===== src/rtl/timer_pkg.sv =====
// Shared register map offsets and CTRL field layout for the timer array.
package timer_pkg;

  localparam int COUNT_OFS   = 0;
  localparam int LIMIT_OFS   = 4;
  localparam int CH_STRIDE   = 8;
  localparam int CTRL_STRIDE = 4;

  localparam int READY_BIT   = 0;
  localparam int OVR_BIT     = 2;
  localparam int EN_BIT      = 4;
  localparam int ONESHOT_BIT = 5;
  localparam int IE_BIT      = 8;

  // Channels come out of reset enabled, everything else clear.
  localparam logic [8:0] CTRL_RESET = 9'h010;

endpackage


===== src/rtl/timer_channel.sv =====
// One timer channel: COUNT/LIMIT/CTRL state and the wrap decision.
module timer_channel
  import timer_pkg::*;
#(
  parameter int BITS = 32
) (
  input  logic            clk,
  input  logic            reset,
  input  logic            tick,
  input  logic            countWe,
  input  logic            limitWe,
  input  logic            ctrlWe,
  input  logic [BITS-1:0] wrData,
  output logic [BITS-1:0] count,
  output logic [BITS-1:0] limit,
  output logic [BITS-1:0] ctrl,
  output logic            irqReq
);

  logic ready;
  logic ovr;
  logic en;
  logic oneShot;
  logic ie;
  logic wrap;

  // LIMIT=0 means free-run; the nonzero guard also keeps LIMIT-1 from underflowing.
  assign wrap = tick && en && (limit != '0) && (count >= limit - BITS'(1));

  // COUNT: a bus write takes priority over the tick increment.
  always_ff @(posedge clk or posedge reset) begin
    if (reset) begin
      count <= '0;
    end else if (countWe) begin
      count <= wrData;
    end else if (tick && en) begin
      count <= wrap ? '0 : count + BITS'(1);
    end
  end

  // LIMIT: plain register, changing it never disturbs COUNT.
  always_ff @(posedge clk or posedge reset) begin
    if (reset) begin
      limit <= '0;
    end else if (limitWe) begin
      limit <= wrData;
    end
  end

  // CTRL flags: READY/OVR are sticky with write-0-to-clear, and a wrap set beats a clear.
  always_ff @(posedge clk or posedge reset) begin
    if (reset) begin
      ready   <= CTRL_RESET[READY_BIT];
      ovr     <= CTRL_RESET[OVR_BIT];
      en      <= CTRL_RESET[EN_BIT];
      oneShot <= CTRL_RESET[ONESHOT_BIT];
      ie      <= CTRL_RESET[IE_BIT];
    end else begin
      if (wrap) begin
        ready <= 1'b1;
      end else if (ctrlWe && !wrData[READY_BIT]) begin
        ready <= 1'b0;
      end
      // OVR looks at READY as it was before this edge, not at a coincident clear.
      if (wrap && ready) begin
        ovr <= 1'b1;
      end else if (ctrlWe && !wrData[OVR_BIT]) begin
        ovr <= 1'b0;
      end
      if (ctrlWe) begin
        en      <= wrData[EN_BIT];
        oneShot <= wrData[ONESHOT_BIT];
        ie      <= wrData[IE_BIT];
      end else if (wrap && oneShot) begin
        en <= 1'b0;
      end
    end
  end

  // Assemble the CTRL read view; unused bits read as zero.
  always_comb begin
    ctrl              = '0;
    ctrl[READY_BIT]   = ready;
    ctrl[OVR_BIT]     = ovr;
    ctrl[EN_BIT]      = en;
    ctrl[ONESHOT_BIT] = oneShot;
    ctrl[IE_BIT]      = ie;
  end

  assign irqReq = ready & ie;

endmodule


===== src/rtl/mm_timer_array.sv =====
// Memory-mapped timer array: shared prescaler, address decode, read mux and irq.
module mm_timer_array
  import timer_pkg::*;
#(
  parameter int              BITS        = 32,
  parameter int              NUM_CH      = 4,
  parameter logic [BITS-1:0] BASE        = 32'hF0000020,
  parameter logic [BITS-1:0] CTRL_BASE   = 32'hF0000120,
  parameter int              TICK_CYCLES = 65000
) (
  input  logic            clk,
  input  logic            reset,
  input  logic            we,
  input  logic            re,
  input  logic [BITS-1:0] memAddr,
  input  logic [BITS-1:0] dataBusIn,
  output logic [BITS-1:0] dataBusOut,
  output logic            irq
);

  localparam int PW = (TICK_CYCLES > 1) ? $clog2(TICK_CYCLES) : 1;

  logic [PW-1:0]   prescale;
  logic            tick;
  logic [BITS-1:0] countQ [NUM_CH];
  logic [BITS-1:0] limitQ [NUM_CH];
  logic [BITS-1:0] ctrlQ  [NUM_CH];
  logic [NUM_CH-1:0] countHit;
  logic [NUM_CH-1:0] limitHit;
  logic [NUM_CH-1:0] ctrlHit;
  logic [NUM_CH-1:0] irqReq;
  logic [BITS-1:0] rdData;

  // With TICK_CYCLES=1 the compare is always true, giving a tick every cycle.
  assign tick = (prescale == PW'(TICK_CYCLES - 1));

  // Free-running prescaler, wraps on the tick cycle.
  always_ff @(posedge clk or posedge reset) begin
    if (reset) begin
      prescale <= '0;
    end else begin
      prescale <= tick ? '0 : prescale + PW'(1);
    end
  end

  for (genvar ch = 0; ch < NUM_CH; ch++) begin : gCh
    assign countHit[ch] = (memAddr == BASE + BITS'(ch * CH_STRIDE + COUNT_OFS));
    assign limitHit[ch] = (memAddr == BASE + BITS'(ch * CH_STRIDE + LIMIT_OFS));
    assign ctrlHit[ch]  = (memAddr == CTRL_BASE + BITS'(ch * CTRL_STRIDE));

    timer_channel #(
      .BITS(BITS)
    ) uChannel (
      .clk    (clk),
      .reset  (reset),
      .tick   (tick),
      .countWe(we && countHit[ch]),
      .limitWe(we && limitHit[ch]),
      .ctrlWe (we && ctrlHit[ch]),
      .wrData (dataBusIn),
      .count  (countQ[ch]),
      .limit  (limitQ[ch]),
      .ctrl   (ctrlQ[ch]),
      .irqReq (irqReq[ch])
    );
  end

  // Read mux: at most one hit is active, OR keeps the bus idle at zero otherwise.
  always_comb begin
    rdData = '0;
    for (int i = 0; i < NUM_CH; i++) begin
      if (countHit[i]) rdData = rdData | countQ[i];
      if (limitHit[i]) rdData = rdData | limitQ[i];
      if (ctrlHit[i])  rdData = rdData | ctrlQ[i];
    end
    dataBusOut = re ? rdData : '0;
  end

  assign irq = |irqReq;

endmodule


===== config.mk =====
export PLATFORM = sky130hd
export DESIGN_NAME = mm_timer_array
export DESIGN_NICKNAME = d
export VERILOG_FILES = /design/src/rtl/timer_pkg.sv /design/src/rtl/timer_channel.sv /design/src/rtl/mm_timer_array.sv
export SDC_FILE = /design/constraint.sdc
export NUM_CORES = 1
export LEC_CHECK = 0
export CAP_MARGIN = 20
export CORE_MARGIN = 2
export CORE_UTILIZATION = 33
export DETAILED_ROUTE_END_ITERATION = 16
export SYNTH_ARGS = -nofsm -noshare
export SYNTH_HDL_FRONTEND = slang
export SYNTH_HIERARCHICAL = 1
export SYNTH_SLANG_ARGS = --single-unit

===== constraint.sdc =====
create_clock -name clk -period 4.8 [get_ports clk]
set_clock_uncertainty 0.15 [all_clocks]
set_input_delay 0.96 -clock clk [delete_from_list [all_inputs] [get_ports clk]]
set_output_delay 0.96 -clock clk [all_outputs]
set_load 0.01 [all_outputs]

==> summary.txt, run 1 <==
Outcome
  – Outcome: finished, final reports clean

Placed design
  – Port buffer count: 100
  – Post-DP HPWL: about 80 mm
  – Placer's final routability congestion estimate: about 1
  – Dpl ws: -0.615 ns

Floorplan
  – IO Pins: between 100 and 150
  – FP Rows: 101
  – Die Width: 281 µm
  – Core area: approximately 0.076 mm²
  – Starting density of the core: 0.333
  – Die H: 281 µm
  – Die area: approximately 0.079 mm²

Pwr
  – Static leakage: about 13 nW
  – Comb pwr share: 0.054
  – Switch Pwr: roughly 1.5 mW
  – VDD IR max: 0.267 mV
  – Sw frac: 0.254
  – Clk pwr share: 0.529
  – Reg power frac: 0.417
  – Internal power: about 4.4 mW
  – Pwr dens: between 150 and 200 mW/mm²

Detailed routing
  – Detailed Routing Iterations Pass 1: 10
  – DR WL/cell: ~25 µm
  – Routed Antenna Nets: 0
  – Vias: roughly 26,000
  – Initial drt markers: around 3,200
  – Total Wirelength: 109 mm
  – Avg Vias per Cell: 5.86
  – DRC violations left: 0

CTS
  – Htree depth: 2
  – Max clock buf depth: 3
  – Worst skew pair latency: slightly below 0.6 ns
  – Root Buffer: clkbuf_16
  – Clock Sinks: about 290
  – CTS tree: built
  – TritonCTS Buffers: 40
  – Post-CTS Hold Buffers: 0
  – CTS clock-pin slew for the worst setup and hold paths: 0.05 ns

Global route
  – Vias in the first global route: 23,888
  – GRT Total Usage: 0.272
  – Final global-route overflow total: 0
  – Initial antenna violation count: 12
  – Largest net degree at the start of global routing: 59
  – First-pass GRT wire length: roughly 160 mm

Synth
  – Avg Inst Size Synth: approximately 8.4 µm²
  – Syn Std Cell Area: ~0.025 mm²
  – Register area share after synthesis: 0.288
  – Synth top area share: 0.284
  – Library cells used by synthesis: 92
  – Warnings from Yosys: 6
  – Post-Syn Instances: between 3,000 and 4,000
  – Post-synthesis async set-or-reset flop share: 1.00
  – Dominant synthesized flop cell: dfrtp_1
  – Post-synth EDFFs: 0
  – Main area contributors after synthesis: dfrtp_1, mux2_2, ha_1
  – Area leader, netlist: dfrtp_1
  – Flop and latch count out of synthesis: 292
  – Post-synth top cells: dfrtp_1, nor3_1, nand2_1
  – Top-count cell post-synth: dfrtp_1

Timing
  – Max Fclk: roughly 0.21 GHz
  – RSZ-0062 raised after global routing: true
  – Slew @ Worst Pin: 1.19 ns
  – Final Hold Viols: 0
  – # setup viols final: 0
  – Final Slew Violations: 0
  – Setup ws final: approximately 0.029 ns
  – Final hold slack: ~0.30 ns
  – Setup TNS: 0 ns
  – Min Tclk post-route: roughly 4.8 ns
  – Worst slew margin: 0.205
  – Crit share post-route: 0.994

Setup path
  – Crit path kind: in -> out
  – Worst path required time: around 3.7 ns
  – Worst setup SP type: primary input
  – Crit-path max FO: 10
  – Worst setup EP type: output pin
  – Worst path arrival time: roughly 3.7 ns

Layout
  – Final core utilization: 0.417
  – Multi-input logic area: between 0.015 and 0.02 mm²
  – Area Overhead vs Synth: 24.9%
  – Fill cell count: 7,644
  – Layout cell share with drive strength beyond 1: 0.226
  – Nets: ~3,500
  – Sequential Area: 0.00731 mm²

Flow run
  – MaxCap Viol Count: 0

Hold path
  – Hold/Removal Path Class: reg -> reg
## through the flow
| stage | total power [mW] | instance area (µm²) | std cells |
|---|---|---|---|
| final | 5.91 | 31700 | 4369 |
| after floorplan | 2.64 | 25800 | 3128 |
| after CTS | 5.94 | 31000 | 4349 |
| after detailed placement | 2.81 | 29100 | 4272 |
| after global routing | 6.06 | 31700 | 4369 |
| after global placement | 2.81 | 29100 | 4266 |
## final cells by class
| type | instances | share of cell area |
|---|---|---|
| Inverter | 202 | 0.0239 |
| Clock inverter | 14 | 0.00671 |
| Clock buffer | 56 | 0.0357 |
| Antenna cell | 1 | 0.0000790 |
| Tap cell | 1030 | 0.0407 |
| Multi-Input combinational cell | 2331 | 0.536 |
| Timing Repair Buffer | 443 | 0.126 |
| Sequential cell | 292 | 0.231 |
## cells in the final DEF (no fill, tap or decap), drive strengths merged, types with 15 or more instances in the layout
cell and n:
a21oi 84, mux2 171, nor4 86, a31oi 40
or3 24, a22oi 31, a211oi 35, nor2b 29
nand2 225, inv 202, o21a 18, nor4b 17
ha 137, o211ai 30, xnor2 94, and2 25
and4 20, mux2i 22, xor2 44, nand4 62
a32oi 15, o21ai 77, buf 345, a222oi 30
conb 108, clkbuf 58, nand3 178, nor3 246
and3 28, nor2 162, a2111oi 65, or4 38
o31ai 26, clkdlybuf4s50 62, nand2b 23, dfrtp 288
dlygate4sd2 22
## what timing repair did
item                                    CTS  global route
pin swaps                                20            37
endpoints found under the setup margin   43           118
gates resized for setup                 138           109
buffers inserted                          6            18
cloned                                    1             3
endpoints found under the hold margin     0             0
## worst max-delay path: stages
cell and delay [ns]:
clkdlybuf4s50_1 0.53, and4bb_1 0.31, nand4_1 0.14, buf_4 0.21, buf_4 0.20, nor2_2 0.05
buf_4 0.17, a2111oi_4 0.42, a31oi_4 0.20, buf_6 0.18, dlygate4sd2_1 0.27
## state kept, by name (all words and copies together), names as in the netlist
name                  count
gCh.uChannel/ie           4
gCh.uChannel/limit      128
gCh.uChannel/ovr          4
gCh.uChannel/ready        4
prescale                 16
gCh.uChannel/oneShot      4
gCh.uChannel/count      128
gCh.uChannel/en           4
## power by group through the flow
stage               combinational [mW]  clock (mW)  sequential (mW)
global route                     0.331        3.27             2.46
detailed placement               0.303           0             2.51
global placement                 0.302           0             2.51
CTS                              0.310        3.17             2.46
floorplan                        0.136           0             2.51
finish                           0.317        3.13             2.46
## metal layers
layer  part of all wire  GRT usage  wire [µm]  vias up
met1               0.42      0.375      45700    12493
met5                  0          0          0        -
met3              0.098     0.0524      10700      250
met2               0.42      0.398      46100     1267
li1                   -          -          -    11609
met4              0.060      0.148       6520        0
## worst paths after layout
kind / start / slack, ns / depth (start not counted) / endpoint
max reg2reg: gCh[1].uChannel/limit[2] / 0.15 / 14 / gCh[1].uChannel/count[26]
max: memAddr[6] / 0.03 / 11 / dataBusOut[23]
min reg2reg: prescale[0] / 0.30 / 1 / prescale[0]
max in group asynchronous: reset / 2.27 / 3 / gCh[2].uChannel/limit[20]
min: prescale[0] / 0.30 / 1 / prescale[0]
min in group asynchronous: reset / 1.25 / 3 / gCh[1].uChannel/limit[27]
## kinds of logic after synthesis
family	after synthesis	share of synthesized area
other cells	4	0.000592
compound gates	549	0.160
fa+ha+maj	137	0.0676
simple gates	1205	0.254
mux	193	0.0846
buf+inv	506	0.0973
flops	292	0.288
xor+xnor	138	0.0476
No activity file was read; power rests on OpenSTA's default activity.
==> run 2, diff against run 1 <==
--- a/config.mk
+++ b/config.mk
@@ -9,6 +9,7 @@
 export CORE_MARGIN = 2
 export CORE_UTILIZATION = 33
 export DETAILED_ROUTE_END_ITERATION = 16
+export DONT_BUFFER_PORTS = 1
 export SYNTH_ARGS = -nofsm -noshare
 export SYNTH_HDL_FRONTEND = slang
 export SYNTH_HIERARCHICAL = 1
==> constraint.sdc (replaced) <==
create_clock -name clk -period 4.25 [get_ports clk]
set_clock_uncertainty 0.15 [all_clocks]
set_input_delay 0.85 -clock clk [delete_from_list [all_inputs] [get_ports clk]]
set_output_delay 0.85 -clock clk [all_outputs]
set_load 0.01 [all_outputs]
==> summary.txt, run 2 (same netlist as run 1, synthesis figures left out) <==
CTS
  – Max clock buf depth: 3
  – TritonCTS Buffers: 38
  – Root Buffer: clkbuf_16
  – CTS tree: built
  – Worst skew pair latency: between 0.5 and 0.6 ns
  – Htree depth: 2
  – Clock Sinks: a little under 300
  – CTS clock-pin slew for the worst setup and hold paths: ~0.060 ns

Detailed routing
  – Avg Vias per Cell: between 5 and 6
  – DR WL/cell: between 20 and 25 µm
  – Initial drt markers: approximately 2,900
  – DRC violations left: 0
  – Routed Antenna Nets: 0
  – Detailed Routing Iterations Pass 1: 10
  – Vias: between 20,000 and 25,000
  – Total Wirelength: about 110 mm

Timing
  – Slew @ Worst Pin: approximately 1.4 ns
  – Final hold slack: approximately 0.057 ns
  – Final Slew Violations: 0
  – Worst slew margin: 0.0773
  – Setup ws final: -0.104 ns
  – Max Fclk: between 0.2 and 0.25 GHz
  – Crit share post-route: 1.02
  – RSZ-0062 raised after global routing: true
  – Min Tclk post-route: ~4.4 ns
  – Final Hold Viols: 0
  – # setup viols final: 16
  – Setup TNS: -0.483 ns

Hold path
  – Hold/Removal Path Class: in -> async

Floorplan
  – Core area: 0.0761 mm²
  – IO Pins: between 100 and 150
  – FP Rows: 101
  – Die Width: about 280 µm
  – Die H: roughly 280 µm
  – Starting density of the core: 0.333
  – Die area: between 0.07 and 0.08 mm²

Global route
  – GRT Total Usage: 0.259
  – Vias in the first global route: approximately 23,000
  – Largest net degree at the start of global routing: 70
  – First-pass GRT wire length: about 150 mm
  – Final global-route overflow total: 0
  – Initial antenna violation count: 10

Layout
  – Nets: 3,461
  – Fin cells: about 4,300
  – Final Cell Area: approximately 0.031 mm²
  – Fill cell count: ~8,000
  – Final core utilization: 0.404
  – Top flop regs: gCh.uChannel/count x128, gCh.uChannel/limit x128, prescale x16
  – Layout cell share with drive strength beyond 1: 0.239
  – Area Overhead vs Synth: 21.0%
  – Commonest cells after routing, fill and taps aside: buf_4, dfrtp_1, nor3_1, nand2_1, inv_1
  – Number of diodes: 0
  – Commonest non-fill, non-tap cell in the layout: buf_4

Placed design
  – Port buffer count: 0
  – Placer's final routability congestion estimate: approximately 1
  – Dpl cells: between 4,000 and 5,000
  – Post-DP HPWL: 74.9 mm
  – Area post-placement: ~0.028 mm²
  – Dpl ws: -0.295 ns

Setup path
  – CP top delay family: compound AO/OA/AOI/OAI gates
  – R2R cell count: 12
  – CP cell instances: and4b_1 -> nand4_1 -> buf_12 -> buf_12 -> nor3_1 -> a2111oi_1 -> a31oi_1 -> buf_4
  – Register-to-register setup slack: -0.04 ns
  – Critical path buffers and inverters: 3
  – Worst path required time: roughly 3.3 ns
  – CP max stage cell: a2111oi_1
  – Worst Setup SP: memAddr[31]
  – Crit path kind: in -> out
  – Crit-path max FO: 31
  – Worst path arrival time: 3.35 ns
  – Worst setup EP type: output pin
  – Most frequent cell on the critical path: buf_12
  – Reg-to-Reg End: gCh[1].uChannel/count[17]
  – Crit-path max cell delay: 1.14 ns
  – Reg2reg start: gCh[1].uChannel/limit[6]
  – Worst setup SP type: primary input

Pwr
  – VDD IR max: 0.231 mV
  – PnR Total Power: approximately 6.2 mW
  – Static leakage: between 10 and 15 nW
  – Pwr dens: ~200 mW/mm²

Flow run
  – MaxCap Viol Count: 0

Outcome
  – Outcome: complete, but fails checks
  – Failing checks: negative setup slack
run 2: changes by cell type in the layout (fill, tap and decap cells not counted), sizes merged, moves of 2 or more:
cell	previous run	this run
dlymetal6s2s	11	0
buf	345	385
dlygate4sd2	22	0
inv	202	204
clkbuf	58	60
clkinv	8	6
bufinv	4	2
clkdlybuf4s50	62	0
run 2: repair_timing:
| item | in CTS | in global routing |
|---|---|---|
| gates resized for setup | 28 | 152 |
| pin swaps | 15 | 65 |
| setup buffers | 3 | 24 |
| endpoints found under the setup margin | 119 | 148 |
| cloned | 2 | 4 |
| hold endpoints to repair | 0 | 1 |
| hold buffers | 0 | 1 |
run 2: cell type report:
| type | count | area (µm²) | share of cell area |
|---|---|---|---|
| Timing Repair Buffer | 390 | 3350 | 0.109 |
| Tap cell | 1030 | 1290 | 0.0420 |
| Inverter | 202 | 759 | 0.0247 |
| Sequential cell | 292 | 7310 | 0.238 |
| Clock buffer | 56 | 1070 | 0.0348 |
| Multi-Input combinational cell | 2332 | 16800 | 0.547 |
| Clock inverter | 11 | 134 | 0.00436 |
run 2: worst max path at each step:
| stage | end | slack, ns | depth (start not counted) |
|---|---|---|---|
| floorplan | gCh[1].uChannel/count[19] | -0.03 | 15 |
| global placement | gCh[2].uChannel/count[1] | -0.21 | 16 |
| detailed placement | gCh[2].uChannel/count[0] | -0.29 | 16 |
| CTS | gCh[1].uChannel/count[27] | 0.008 | 15 |
| global route | gCh[1].uChannel/count[16] | -0.18 | 14 |
| finish | dataBusOut[9] | -0.10 | 8 |
run 2: power breakdown:
part | switching, mW | internal [mW]
Combinational | 0.102 | 0.0271
Sequential | 0.0000000586 | 2.78
Clock | 1.39 | 1.87
Total | 1.50 | 4.68
run 2: routing by layer:
| metal | share of wire | GRT usage | up-vias | wire length, µm |
|---|---|---|---|---|
| met1 | 0.41 | 0.341 | 12159 | 43200 |
| met3 | 0.097 | 0.0610 | 229 | 10200 |
| met5 | 0.00013 | 0 | - | 14 |
| met2 | 0.45 | 0.408 | 1111 | 47000 |
| met4 | 0.045 | 0.105 | 2 | 4740 |
| li1 | - | - | 11484 | - |
